==> config.mk <==
export PLATFORM = sky130hd
export DESIGN_NAME = jtpang_rom_arb
export DESIGN_NICKNAME = d
export VERILOG_FILES = /design/src/rtl/jtpang_rom_arb.sv
export SDC_FILE = /design/constraint.sdc
export NUM_CORES = 1
export LEC_CHECK = 0
export CORE_MARGIN = 2
export CORE_UTILIZATION = 43
export DETAILED_ROUTE_END_ITERATION = 12
export MAX_ROUTING_LAYER = met4
export PLACE_DENSITY_LB_ADDON = 0.25
export SLEW_MARGIN = 20
export SYNTH_ARGS = -nofsm -noshare
export SYNTH_HDL_FRONTEND = slang
export SYNTH_SLANG_ARGS = --single-unit
export TNS_END_PERCENT = 10
==> constraint.sdc <==
create_clock -name clk -period 3.45 [get_ports clk]
set_input_delay 0.345 -clock clk [delete_from_list [all_inputs] [get_ports clk]]
set_output_delay 0.345 -clock clk [all_outputs]
set_load 0.05 [all_outputs]
==> src/rtl/jtpang_rom_arb.sv <==
// Two-requester arbiter for a shared 32-bit graphics ROM read port.
// Requester 0 is the object line renderer, requester 1 the scroll tile fetcher.
// Each requester keeps the last word it read together with its address, so a
// repeated address is answered locally and issues no new downstream read.
module jtpang_rom_arb #(
  parameter int unsigned      AW0     = 17,
  parameter int unsigned      AW1     = 17,
  parameter int unsigned      OUTAW   = 18,
  parameter logic [OUTAW-1:0] OFFSET0 = OUTAW'(18'h0),
  parameter logic [OUTAW-1:0] OFFSET1 = OUTAW'(18'h20000),
  parameter bit               FIXPRIO = 1'b0
) (
  input  logic             clk,
  input  logic             rst,
  // requester 0
  input  logic [AW0-1:0]   addr0,
  input  logic             cs0,
  output logic             ok0,
  output logic [31:0]      data0,
  // requester 1
  input  logic [AW1-1:0]   addr1,
  input  logic             cs1,
  output logic             ok1,
  output logic [31:0]      data1,
  // downstream SDRAM slot
  output logic [OUTAW-1:0] rom_addr,
  output logic             rom_cs,
  input  logic [31:0]      rom_data,
  input  logic             rom_ok
);

  localparam logic [1:0] IDLE  = 2'd0;
  localparam logic [1:0] BUSY0 = 2'd1;
  localparam logic [1:0] BUSY1 = 2'd2;
  localparam logic [1:0] GAP   = 2'd3;

  logic [1:0]       state,    state_nx;
  logic             mask,     mask_nx;
  logic             last,     last_nx;
  logic [OUTAW-1:0] rom_addr_nx;
  logic             rom_cs_nx;
  logic [31:0]      data0_nx, data1_nx;
  logic [AW0-1:0]   haddr0,   haddr0_nx;
  logic [AW1-1:0]   haddr1,   haddr1_nx;
  logic             valid0,   valid0_nx;
  logic             valid1,   valid1_nx;

  logic             pend0, pend1, pick1;
  logic [OUTAW-1:0] base0, base1;

  // Local hit: the held word belongs to the address currently presented.
  assign ok0 = cs0 & valid0 & (addr0 == haddr0);
  assign ok1 = cs1 & valid1 & (addr1 == haddr1);

  // A requester being served is not pending again until its read lands.
  assign pend0 = cs0 & ~ok0 & (state != BUSY0);
  assign pend1 = cs1 & ~ok1 & (state != BUSY1);

  // Tie break: fixed priority to req 0, or whoever was not served last.
  assign pick1 = pend1 & (~pend0 | (~FIXPRIO & ~last));

  // Downstream addresses wrap modulo 2^OUTAW.
  assign base0 = OUTAW'(addr0) + OFFSET0;
  assign base1 = OUTAW'(addr1) + OFFSET1;

  // Next-state and register-input logic for the arbiter.
  always_comb begin
    state_nx    = state;
    mask_nx     = mask;
    last_nx     = last;
    rom_addr_nx = rom_addr;
    rom_cs_nx   = rom_cs;
    data0_nx    = data0;
    data1_nx    = data1;
    haddr0_nx   = haddr0;
    haddr1_nx   = haddr1;
    valid0_nx   = valid0;
    valid1_nx   = valid1;

    case (state)
      IDLE: begin
        if (pend0 | pend1) begin
          rom_cs_nx = 1'b1;
          mask_nx   = 1'b1;
          if (pick1) begin
            state_nx    = BUSY1;
            rom_addr_nx = base1;
            haddr1_nx   = addr1;
            valid1_nx   = 1'b0;
          end else begin
            state_nx    = BUSY0;
            rom_addr_nx = base0;
            haddr0_nx   = addr0;
            valid0_nx   = 1'b0;
          end
        end
      end
      BUSY0: begin
        // rom_ok may still belong to the previous address on the first cycle
        if (mask) begin
          mask_nx = 1'b0;
        end else if (rom_ok) begin
          data0_nx  = rom_data;
          valid0_nx = 1'b1;
          rom_cs_nx = 1'b0;
          last_nx   = 1'b0;
          state_nx  = GAP;
        end
      end
      BUSY1: begin
        if (mask) begin
          mask_nx = 1'b0;
        end else if (rom_ok) begin
          data1_nx  = rom_data;
          valid1_nx = 1'b1;
          rom_cs_nx = 1'b0;
          last_nx   = 1'b1;
          state_nx  = GAP;
        end
      end
      GAP: begin
        // lets the slot observe rom_cs low before the next read
        state_nx = IDLE;
      end
      default: begin
        state_nx = IDLE;
      end
    endcase
  end

  // State and data registers.
  always_ff @(posedge clk or posedge rst) begin
    if (rst) begin
      state    <= IDLE;
      mask     <= 1'b0;
      last     <= 1'b1;
      rom_addr <= '0;
      rom_cs   <= 1'b0;
      data0    <= '0;
      data1    <= '0;
      haddr0   <= '0;
      haddr1   <= '0;
      valid0   <= 1'b0;
      valid1   <= 1'b0;
    end else begin
      state    <= state_nx;
      mask     <= mask_nx;
      last     <= last_nx;
      rom_addr <= rom_addr_nx;
      rom_cs   <= rom_cs_nx;
      data0    <= data0_nx;
      data1    <= data1_nx;
      haddr0   <= haddr0_nx;
      haddr1   <= haddr1_nx;
      valid0   <= valid0_nx;
      valid1   <= valid1_nx;
    end
  end

endmodule
==> After elaboration in Yosys (flattened, before gate mapping) <==
Cells that the tools add are included.
{ "op_classes": {"n_addsub": 1, "n_eq_ne": 16, "mux": 20, "bitwise_logic": 17, "n_reduce_logical": 17} }
{ "op_table": {"columns": ["op", "n"], "rows": [
  ["17-bit equality test", 2],
  ["17-bit by 18-bit adder with 18-bit output, second input constant", 1],
  ["18-bit 2-to-1 mux", 1],
  ["2-bit inequality test, second input constant", 9],
  ["3-bit AND reduction", 5],
  ["5-bit AND reduction", 3],
  ["1-bit case mux with 2 select lines", 5],
  ["1-bit bitwise AND", 9],
  ["1-bit 2-to-1 mux", 9],
  ["2-bit 2-to-1 mux", 4],
  ["2-bit nonzero test", 4],
  ["1-bit NOT", 6],
  ["2-bit case mux with 3 select lines", 1],
  ["2-bit equality test, second input constant", 2],
  ["2-bit by 1-bit inequality test with 1-bit output, second input constant", 2],
  ["2-bit AND reduction", 2],
  ["4-bit AND reduction", 1],
  ["2-bit by 1-bit equality test with 1-bit output, second input constant", 1],
  ["2-bit logical NOT", 1],
  ["1-bit OR", 2],
  ["2-bit OR reduction", 1]
]} }
{ "totals": {"ff_bits": 123, "inputBits": 71, "output_inout_bits": 85, "word_cells": 82} }

==> Longest topological paths before layout <==
Gate-level depths: netlist of run 1.
{ "logic_depth": {"ltp_word": 11, "ltp_mapped": 8, "ltp_nobuf": 6} }

==> Worst setup path after synthesis of run 1 <==
OpenSTA, ideal clock, no wires.
{ "synth_path": {"path_type": "flip-flop to output port", "start": "reg haddr1[7]", "end": "out ok1", "arrival_ns": 2.534, "required_time_ns": 3.105, "slack_ns": 0.571, "path_stages_with_launch": 5, "n_path_buf": 0, "path_cell_list": "dfrtp_1 -> xor2_1 -> nor4_2 -> nand3_2 -> nor4_1"} }
{ "synth_via": {"elab_chain_len": 2} }
{ "synth_rtl": {"columns": ["element", "line_no", "source"], "rows": [
  ["start: declaration", "44", "logic [AW1-1:0] haddr1, haddr1_nx;"],
  ["start signal: assignment", "154", "haddr1 <= haddr1_nx;"],
  ["17-bit equality test", "53", "assign ok1 = cs1 & valid1 & (addr1 == haddr1);"],
  ["1-bit bitwise AND", "53", null],
  ["end: declaration", "23", "output logic ok1,"]
]} }
No other way between the ends.

==> Worst setup path after layout of run 1 <==
{ "layout_path": {"start": "in addr0[12]", "end": "out ok0"} }
{ "layout_via": {"elab_chain_len": 2} }
{ "layout_rtl": {"columns": ["element", "line_no", "source"], "rows": [
  ["start: declaration", "16", "input logic [AW0-1:0] addr0,"],
  ["17-bit equality test", "52", "assign ok0 = cs0 & valid0 & (addr0 == haddr0);"],
  ["1-bit bitwise AND", "52", null],
  ["end: declaration", "18", "output logic ok0,"]
]} }
No other way between the ends.

==> results of run 1 <==
==> logic make-up after synthesis <==
family,count (synthesis)
flip-flops,123
buffers and inverters,62
AO/OA/AOI/OAI,68
XOR/XNOR,34
AND/OR/NAND/NOR,31
multiplexers,81
adder cells (fa/ha/maj),4
==> stage by stage <==
step                setup slack (ns)  instance area (um2)
floorplan                      0.571                 5550
global placement               0.334                 7260
detailed placement             0.337                 7260
CTS                            0.476                 7890
global route                   0.432                 7890
finish                         0.520                 7890
==> area by class of cell <==
| cell class | instances | share of cell area |
|---|---|---|
| clock buffers | 22 | 0.0614 |
| clock inverters | 8 | 0.0178 |
| inverters | 41 | 0.0200 |
| multi-input cells | 218 | 0.276 |
| flip-flops and latches | 123 | 0.390 |
| well taps | 172 | 0.0273 |
| repair buffers | 165 | 0.207 |
==> worst min path at each step <==
stage / from / endpoint / slack (ns) / cells past startpoint
final: rst / rom_addr[15] / 0.42 / 2
after global routing: rst / rom_addr[15] / 0.47 / 2
after CTS: rst / rom_addr[13] / 0.44 / 2
after floorplan: valid1 / valid1 / 0.46 / 1
after detailed placement: valid0 / valid0 / 0.48 / 1
after global placement: valid0 / valid0 / 0.48 / 1
==> per-layer routing <==
layer | share of wire | track usage
met4 | 0.015 | 0.0640
met3 | 0.081 | 0.0858
met1 | 0.41 | 0.241
met5 | 0 | -
met2 | 0.50 | 0.343
==> state kept, by name (all words and copies together) (netlist names), 2 cells and up <==
register,cells
data0,32
data1,32
haddr1,17
haddr0,17
state,2
rom_addr,18
==> cells in the final DEF, fill, tap and decap left out, types with 5 or more instances in the layout <==
master / n
clkdlybuf4s50_1: 154
dfrtp_1: 122
mux2_2: 70
inv_1: 40
xor2_1: 29
o2111ai_1: 17
clkbuf_16: 17
a21bo_2: 15
mux2_4: 11
buf_4: 10
nand2_1: 9
o221ai_2: 9
o221ai_1: 8
xnor2_1: 5
nor4_1: 5
==> power by group through the flow <==
stage	Combinational, uW	Clock [uW]	Sequential [uW]
after floorplan	1600	0	4280
final	4700	1870	2640
after detailed placement	4710	0	2650
after global placement	4650	0	2600
after global routing	4940	1980	2730
after CTS	4740	1900	2650
==> flow_summary.toml, run 1 <==
[run_status]
status = "completed"

[pwr]
p_sw_uw = 3900
power_leakage_uw = 0.00348
p_total_uw = 9210
clkPwrFrac = 0.203
peakVddDrop_mv = 0.778
p_comb_frac = 0.510
p_int_uw = 5310
cellPowerDensity_mw_per_mm2 = 1170
sequentialPowerShare = 0.287
sw_frac_of_total = 0.424

[global_routing]
grt_pass1_vias = 4274
grt_antenna_before_repair = 0
grt_pass1_wl_um = 22100
grt.total_usage = 0.212
grt_start_max_net_pins = 53
overflow = 0

[sta]
min_period_ns = 2.93
fmax_ghz = 0.341
finalCritPeriodShare = 0.849
fin_setup_tns_ns = 0
rsz0062_at_grt = "no"
max_slew_margin = 0.355
hold_viol = 0
final-setup-viol-count = 0
finClkSkew_ns = 0.00615
worst_slew_pin_slew_ns = 0.968
slew_violations = 0
hold_slack_ns = 0.417

[die]
initial_core_util = 0.440
dieArea_mm2 = 0.0138
rows = 41
ios = 156
die_y_um = 118
core_area_mm2 = 0.0126
die_w_um = 118

[logic_synthesis]
synth_cells = 403
synth_area_leaders = "dfrtp_1 55%, mux2_2 14%, xor2_1 4.6%"
yosysTopAreaCell = "dfrtp_1"
synth_top_flop_cell = "dfrtp_1"
syn-num-nets = 478
synth_top_area_frac = 0.550
ys_ff_latch = 123
yosysWarnings = 0
synth_simple_gate_area_frac = 0.0343
synth.cells.most_frequent = "122 x dfrtp_1, 70 x mux2_2, 41 x inv_1, 29 x xor2_1, 17 x o2111ai_1"
async_reset_ff_frac = 1.00
synth_compound_area_frac = 0.123
synth_top_family_by_area = "multiplexers"
postSynthAreaPerCell_um2 = 13.8
ys_seq_area_frac = 0.555
yosysMostFrequentCell = "dfrtp_1"
synthDistinctLibCells = 39
synth-edff-count = 0
muxShareOfSynthArea = 0.172
mappedNetlistArea_mm2 = 0.00555
synthAdderAreaFrac = 0.00902
synth_xor_area_frac = 0.0537

[clocking]
cts.sinks = 123
cts-root-buf = "clkbuf_16"
post-cts-setup-buffer-count = 0
clk_latency_ns = 0.41
clk_path_buf_depth = 2
holdBufCountCts = 0
numCtsBuffers = 17
ctsResizeCount = 0
cts_tree = "built"
htree_levels = 4
clk_pin_slew_ns = 0.05

[setup_path]
r2r-start = "haddr1[11]"
crit_path_end = "ok0"
r2r-end = "rom_addr[13]"
critical_path_class = "in -> out"
cp_top_family = "buffers and inverters"
worstSetupStartpoint = "addr0[12]"
path_common_cell = "clkdlybuf4s50_1"
start_kind = "input pin"
cp_max_fo = 3
slowest_stage = "clkdlybuf4s50_1"
crit_arrival_ns = 2.58
cp_slowest_stage_delay_ns = 0.85
cp_cell_sequence = "clkdlybuf4s50_1, xor2_1, nor4_1, nand3_1, nor2_1, clkdlybuf4s50_1"
cp.required_ns = 3.11
crit_buf_inv = 2
rrSetupSlack_ns = 0.81
cp-end-kind = "primary output"
rr_worst_depth = 6
cp_num_cells = 6

[route]
first_pass_iters = 4
drc = 0
vias = 3874
wl_per_cell_um = 18.0
drt_iter0_markers = 193
wl_um = 13500
viasPerCell = 5.17
drtAntennaViolNets = 0

[finish]
syn2layout_area_growth_pct = 42.2
final_util = 0.625
nNetsFinal = 641
regArea_mm2 = 0.00308
antenna_cells = 0
multiInputGateArea_mm2 = 0.00218
nFillCells = 1030
final_cells = 749
drive_gt1_frac = 0.270

[run]
drv_cap = 0

[placement]
dp_hpwl_um = 9520
port_buffers = 155
routabilityCongestion = 0.824
dp.cells = 719

[min_path]
hp-class = "in -> async"
(Power assumes the default switching activity.)
==> inputs of run 2 (changes only) <==
==> constraint.sdc (replaced) <==
create_clock -name clk -period 2.4 [get_ports clk]
set_input_delay 0.24 -clock clk [delete_from_list [all_inputs] [get_ports clk]]
set_output_delay 0.24 -clock clk [all_outputs]
set_load 0.05 [all_outputs]
==> flow_summary.toml, run 2 (same netlist as run 1, synthesis figures left out) <==
[placement]
dp_hpwl_um = 9640
port_buffers = 155
place_area_mm2 = 0.00763
dp.cells = 756
routabilityCongestion = 0.794

[finish]
final_cells = 792
antenna_cells = 0
final_common_cell = "clkdlybuf4s50_1"
layout_common_cells = "153 x clkdlybuf4s50_1, 122 x dfrtp_1, 70 x mux2_2, 40 x inv_1, 40 x buf_4"
regArea_mm2 = 0.00308
drive_gt1_frac = 0.348
nFillCells = 965
final_util = 0.666
final_area_mm2 = 0.00841
syn2layout_area_growth_pct = 51.5
nNetsFinal = 682
multiInputGateArea_mm2 = 0.00227
largestRegisters = "data0: 32 flops, data1: 32 flops, rom_addr: 18 flops"

[global_routing]
grt_pass1_wl_um = 23000
grt_pass1_vias = 4449
overflow = 0
grt_start_max_net_pins = 58
grt.total_usage = 0.220
grt_antenna_before_repair = 0

[sta]
finClkSkew_ns = 0.00570
setup_slack_ns = -0.0466
rsz0062_at_grt = "yes"
slew_violations = 0
finalCritPeriodShare = 1.02
hold_viol = 0
hold_slack_ns = 0.182
min_period_ns = 2.45
max_slew_margin = 0.639
worst_slew_pin_slew_ns = 0.540
fin_setup_tns_ns = -0.0466
final-setup-viol-count = 1
fmax_ghz = 0.409

[clocking]
clk_pin_slew_ns = 0.06
numCtsBuffers = 17
clk_latency_ns = 0.42
htree_levels = 4
cts.sinks = 123
cts_tree = "built"
holdBufCountCts = 0
cts-root-buf = "clkbuf_16"
clk_path_buf_depth = 2

[pwr]
peakVddDrop_mv = 0.994
power_leakage_uw = 0.00372
cellPowerDensity_mw_per_mm2 = 1620

[die]
dieArea_mm2 = 0.0138
ios = 156
rows = 41
die_w_um = 118
core_area_mm2 = 0.0126
initial_core_util = 0.440
die_y_um = 118

[setup_path]
cp_slowest_stage_delay_ns = 0.38
cp_cell_sequence = "xor2_1, nor4_2, nand3_2, buf_6, nor4_4, buf_4, buf_12"
slowest_stage = "dfrtp_1"
start_kind = "flop"
cp-end-kind = "primary output"
cp.required_ns = 2.16
cp_max_fo = 2
cp_top_family = "simple AND/OR/NAND/NOR gates"
critical_path_class = "reg -> out"
crit_arrival_ns = 2.21
crit_buf_inv = 3

[route]
vias = 3974
viasPerCell = 5.02
wl_um = 14000
first_pass_iters = 4
wl_per_cell_um = 17.7
drt_iter0_markers = 155
drtAntennaViolNets = 0
drc = 0

[run_status]
violations = "setup timing"
status = "finished, violations left"

[min_path]
hp-class = "in -> async"

[run]
drv_cap = 0
-- run 2: changes by cell type in the layout (fill, tap and decap cells not counted), moves of 2 or more --
| cell | change |
|---|---|
| or3_1 | -2 |
| buf_12 | +7 |
| clkinv_2 | -3 |
| bufinv_16 | -2 |
| clkinvlp_4 | +5 |
| o221ai_2 | +8 |
| buf_4 | +30 |
| o221ai_1 | -8 |
| inv_6 | +3 |
| or3_4 | +2 |
| buf_6 | +3 |
-- run 2: through the flow --
| stage | power, uW | setup WS [ns] |
|---|---|---|
| final | 13600 | -0.0466 |
| after global placement | 10600 | -0.349 |
| after CTS | 13600 | -0.107 |
| after global routing | 14200 | -0.155 |
| after floorplan | 8470 | -0.374 |
| after detailed placement | 10800 | -0.413 |
-- run 2: final timing paths --
check	startpoint	slack (ns)	end	cells past startpoint
setup / recovery	haddr1[16]	-0.05	ok1	7
hold / removal	rst	0.18	haddr0[13]	2
setup reg to reg	haddr1[16]	0	haddr1[13]	8
hold reg to reg	valid1	0.49	valid1	1
max in group asynchronous	rst	1.57	last	3
min in group clk	rom_data[17]	0.46	data0[17]	2
-- run 2: layer usage --
layer	global-route usage	wire, um
met1	0.249	5690
met4	0.0663	147
met2	0.353	7090
met3	0.0954	1110
met5	-	0
-- run 2: layout make-up --
class | count | area share
Inverter | 41 | 0.0187
Clock inverter | 12 | 0.0164
Clock buffer | 20 | 0.0555
Multi-Input combinational cell | 218 | 0.270
Sequential cell | 123 | 0.366
Timing Repair Buffer | 206 | 0.247
Tap cell | 172 | 0.0256
-- run 2: what timing repair did --
action,4_1_cts,5_1_grt
cloned,1,1
setup buffers,1,1
pin swaps,10,16
endpoints found under the setup margin,54,59
gates resized for setup,14,6
-- run 2: power breakdown --
group	switching, uW	total [uW]	internal (uW)
combinational	4280	7260	2970
sequential	612	3750	3140
clock	961	2580	1620
==> patch 1 (flow settings as in run 2) <==
Reset style: synchronous (`rst`), changed in one clocked block.
--- a/src/rtl/jtpang_rom_arb.sv
+++ b/src/rtl/jtpang_rom_arb.sv
@@ -129,7 +129,7 @@
   end
 
   // State and data registers.
-  always_ff @(posedge clk or posedge rst) begin
+  always_ff @(posedge clk) begin
     if (rst) begin
       state    <= IDLE;
       mask     <= 1'b0;
Function: differs if rst is asserted again (counterexample within 4 cycles, from zero or initial values and one cycle with rst high); with rst held inactive, the same outputs for 4 cycles.
==> patch 1 against run 2 <==
- the flow still finishes with violations (negative setup slack)
- design area decreased by 6.5%
- final cell count increased by 15%
- highest routed layer unchanged
- largest cell class unchanged
- worst setup slack improved by 21 ps
- routed wire length increased by 7.2%
- area after synthesis decreased by 9.8%
- sequential cell count unchanged
- sequential share of layout area decreased by 5.3 points
Power is not compared: it rests on default switching activity, and its combinational part moved more than twofold at a synthesized area within 25%.
==> patch 1: results (changes against run 2) <==
INFO  metric clockRootBuffer = sky130_fd_sc_hd__clkbuf_16
INFO  metric grt_first_pass_wirelength = 23360 um (+1.4%)
INFO  metric fin_tns_setup = -135.4 ps (-88.80 ps)
INFO  metric final_layout_size_suffix_gt1_share = 13.91% (-21 points)
INFO  metric n_fill_cell = 876 (-9.2%)
INFO  metric crit_end = rom_addr[5]
INFO  metric synthesis.nets = 644 (+35%)
INFO  metric crit_fanout = 8 (+6)
INFO  metric final-setup-viol-count = 9 (+8)
INFO  metric netlist_top_cells_area = sky130_fd_sc_hd__dfxtp_1 (49%), sky130_fd_sc_hd__mux2i_1 (10%), sky130_fd_sc_hd__nand2_1 (10%), sky130_fd_sc_hd__a21oi_1 (6.7%), sky130_fd_sc_hd__xor2_1 (4.5%)
INFO  metric placed_cells_incl_taps = 878 (+16%)
INFO  metric timing.hold.worst.class = primary input to flop
INFO  metric final_critical_path_setup_slack = -25.79 ps (+20.85 ps)
INFO  metric detail_route.first_pass.iterations = 6 (+2)
INFO  metric violations = negative setup slack
INFO  metric grt_util_met2 = 41.58% (+6.3 points)
INFO  metric dp_worst_setup_slack = -439.4 ps (-25.92 ps)
INFO  metric cts_setup_buffers = 0 (-1)
INFO  metric num_vias = 4773 (+20%)
INFO  metric gpl.final_weighted_congestion = 0.8229 (+3.6%)
INFO  metric worst_r2r_startpoint = haddr0[16]
INFO  metric ys_async_sr_fraction = 0% (-100 points)
INFO  metric met3_usage = 5.661% (-3.9 points)
INFO  metric synth.cells.most_frequent = sky130_fd_sc_hd__nand2_1 (133), sky130_fd_sc_hd__dfxtp_1 (123), sky130_fd_sc_hd__a21oi_1 (67)
INFO  metric path_delay_family = compound AO/OA/AOI/OAI gates
INFO  metric outcome = finished, violations left
INFO  metric first_iter_violations = 338 (+120%)
INFO  metric finalClockSkew = 11.32 ps (+5.622 ps)
INFO  metric route.layer.met1.wl = 6116 um (+7.5%)
INFO  metric met1_usage = 27.28% (+2.3 points)
INFO  metric ctsResizeCount = 8 (-6)
INFO  metric post_synth_num_cell_types = 33 (-15%)
INFO  metric synthFlopType = sky130_fd_sc_hd__dfxtp_1
INFO  metric dpl_cell_area = 0.006985 sq mm (-8.4%)
INFO  metric finalNetCount = 831 (+22%)
INFO  metric crit_slowest_cell = sky130_fd_sc_hd__o41a_1
INFO  metric met2_length = 7772 um (+9.7%)
INFO  metric slew_headroom = 63.11% (-0.80 points)
INFO  metric wirelength = 15050 um (+7.2%)
INFO  metric critPathMaxStageDelay = 510 ps (+130 ps)
INFO  metric detail_routed_net_length_per_standard_cell = 16.51 um (-6.9%)
INFO  metric type_of_the_worst_setup_path = flop to flop
INFO  metric largest_net_degree_at_the_start_of_global_routing = 57 (-1.7%)
INFO  metric track_usage = 24.17% (+2.2 points)
INFO  metric avgSynthCellArea = 8.798 sq um (-36%)
INFO  metric arrival = 2710 ps (+500 ps)
patch 1: changes by cell type after synthesis, moves of 9 or more:
| cell | change |
|---|---|
| sky130_fd_sc_hd__nand2_1 | +124 |
| sky130_fd_sc_hd__dfxtp_1 | +123 |
| sky130_fd_sc_hd__dfrtp_1 | -122 |
| sky130_fd_sc_hd__mux2_2 | -70 |
| sky130_fd_sc_hd__a21oi_1 | +67 |
| sky130_fd_sc_hd__nor2_1 | +56 |
| sky130_fd_sc_hd__mux2i_1 | +52 |
| sky130_fd_sc_hd__inv_1 | -35 |
| sky130_fd_sc_hd__a211oi_1 | +18 |
| sky130_fd_sc_hd__clkbuf_1 | +18 |
| sky130_fd_sc_hd__o2111ai_1 | -17 |
| sky130_fd_sc_hd__a21bo_2 | -15 |
| sky130_fd_sc_hd__mux2_4 | -11 |
| sky130_fd_sc_hd__o221ai_2 | -9 |
patch 1: worst min-delay path by stage:
stage	to	slack (ps)	cells past startpoint
after floorplan	data0[23]	380	2
after global placement	data0[7]	440	2
after detailed placement	data1[7]	450	2
after CTS	haddr0[1]	220	2
after global routing	haddr0[16]	240	2
final	haddr0[16]	240	2
patch 1: area by class of cell:
cell class | instances | area (sq um) | area share, %
Sequential cell | 123 | 2466 | 31.37
Multi-Input combinational cell | 403 | 2461 | 31.30
Timing Repair Buffer | 205 | 2043 | 25.99
Clock buffer | 19 | 452.9 | 5.761
Clock inverter | 13 | 237.7 | 3.024
Tap cell | 143 | 178.9 | 2.276
Inverter | 6 | 22.52 | 0.2864
patch 1: cell families after synthesis:
logic type / share of synthesized area (%)
flip-flops: 49.19
AO/OA/AOI/OAI: 12.32
buffers and inverters: 4.224
multiplexers: 10.40
XOR/XNOR: 5.949
adder cells (fa/ha/maj): 0.9998
AND/OR/NAND/NOR: 16.92
==> patch 2 (config.mk and constraints of run 2) <==
Made on the original files. The parameter `FIXPRIO` goes from 1'b0 to 1'b1.
--- a/src/rtl/jtpang_rom_arb.sv
+++ b/src/rtl/jtpang_rom_arb.sv
@@ -8,7 +8,7 @@
   parameter int unsigned      OUTAW   = 18,
   parameter logic [OUTAW-1:0] OFFSET0 = OUTAW'(18'h0),
   parameter logic [OUTAW-1:0] OFFSET1 = OUTAW'(18'h20000),
-  parameter bit               FIXPRIO = 1'b0
+  parameter bit               FIXPRIO = 1'b1
 ) (
   input  logic             clk,
   input  logic             rst,
Behaviour: not the same (a bounded check fails within 10 cycles, from zero or initial values and one cycle with rst high).
==> patch 2 against run 2 <==
- routed wire length is 3.6% lower
- area after synthesis shrank 5.1%
- utilization shrank 1.1 points
- die area fell by 5.0%
- worst setup slack better by 140 ps
- combinational power shrank 6.3%
- sequential cell count down 1
- maximum frequency is 6.3% higher
- critical path depth is the same
- register-to-register slack improved by 140 ps
- total power fell by 4.4%
- design area fell by 6.8%
- synthesized cell count shrank 6.5%
==> patch 2: results (changes against run 2) <==
INFO  metric worst_vdd_drop = 1114 uV (+12%)
INFO  metric grt_first_pass_wirelength = 21560 um (-6.4%)
INFO  metric reg2reg_depth = 7 (-1)
INFO  metric finalNonFillerCells = 727 (-8.2%)
INFO  metric finalClockSkew = 9.356 ps (+3.653 ps)
INFO  metric r2r_setup_slack = 140 ps (+140 ps)
INFO  metric synth.cells.most_frequent = sky130_fd_sc_hd__dfrtp_1 (122), sky130_fd_sc_hd__mux2_2 (78), sky130_fd_sc_hd__xnor2_1 (24)
INFO  metric p_leak = 3.478 nW (-6.6%)
INFO  metric synthesis.nets = 452 (-5.4%)
INFO  metric track_usage = 22.36% (+0.39 points)
INFO  metric synth_fa_ha_area_share = 0.9508% (+0.049 points)
INFO  metric power.clock.fraction = 19.0% (about the same)
INFO  metric n_fill_cell = 912 (-5.5%)
INFO  metric clk-insertion-delay-late = 420 ps (about the same)
INFO  metric dpl_cell_area = 0.007256 sq mm (-4.9%)
INFO  metric post_synth_num_cell_types = 42 (+7.7%)
INFO  metric place_hpwl = 9694 um (+0.55%)
INFO  metric synthXorXnorAreaFrac = 5.657% (+0.29 points)
INFO  metric worstReg2RegEnd = haddr1[6]
INFO  metric largest_net_degree_at_the_start_of_global_routing = 38 (-34%)
INFO  metric finalNetCount = 642 (-5.9%)
INFO  metric power_report.internal_total = 0.007459 W (-3.5%)
INFO  metric cts_setup_buffers = 0 (-1)
INFO  metric detail_routed_net_length_per_standard_cell = 18.60 um (+5.0%)
INFO  metric placed_cells_incl_taps = 695 (-8.1%)
INFO  metric first_iter_violations = 217 (+40%)
INFO  metric final.min_clock_period = 2303 ps (-144.0 ps)
INFO  metric worst_r2r_startpoint = haddr0[6]
INFO  metric holdWs = 237.0 ps (+54.71 ps)
INFO  metric detail_route.first_pass.iterations = 5 (+1)
INFO  metric synth.area.mux_share = 17.73% (+0.55 points)
INFO  metric netlist_top_cells_area = sky130_fd_sc_hd__dfrtp_1 (58%), sky130_fd_sc_hd__mux2_2 (17%), sky130_fd_sc_hd__xnor2_1 (4.0%), sky130_fd_sc_hd__a221o_1 (3.4%), sky130_fd_sc_hd__a21o_1 (2.4%)
INFO  metric outcome = complete, no violations
INFO  metric gpl.final_weighted_congestion = 0.8805 (+11%)
INFO  metric first_global_vias = 4234 (-4.8%)
INFO  metric synthesis.instances = 377 (-6.5%)
INFO  metric dp_worst_setup_slack = -155.9 ps (+257.6 ps)
INFO  metric ctsResizeCount = 0 (-14)
INFO  metric num_vias = 3879 (-2.4%)
INFO  metric switching_power = 0.005527 W (-5.6%)
INFO  metric p_seq_share = 28.6% (+1.0 points)
==> patch 2: changes by cell type after synthesis, sizes merged, moves of 17 or more <==
cell     delta
inv        -35
xnor2      +19
xor2       -19
a21o       +18
a221o      +18
a21bo      -17
and3       +17
o2111ai    -17
==> patch 2: worst max-delay path by stage <==
stage | to
floorplan | ok1
global placement | mask
detailed placement | mask
CTS | ok1
global route | ok1
finish | ok1
==> patch 2: routing by layer <==
metal | vias up | global-route usage (%) | part of all wire [%]
met5 | - | - | 0
met4 | 0 | 7.724 | 1.9
met3 | 20 | 6.776 | 6.3
met2 | 145 | 36.21 | 51
met1 | 1961 | 26.63 | 41
li1 | 1753 | - | -
==> patch 2: area by class of cell <==
class	count	area [sq um]	area share [%]
Sequential cell	122	3053	38.96
Multi-Input combinational cell	232	2105	26.86
Timing Repair Buffer	188	1894	24.17
Clock buffer	24	481.7	6.147
Tap cell	147	183.9	2.347
Clock inverter	8	92.59	1.182
Inverter	6	26.28	0.3353
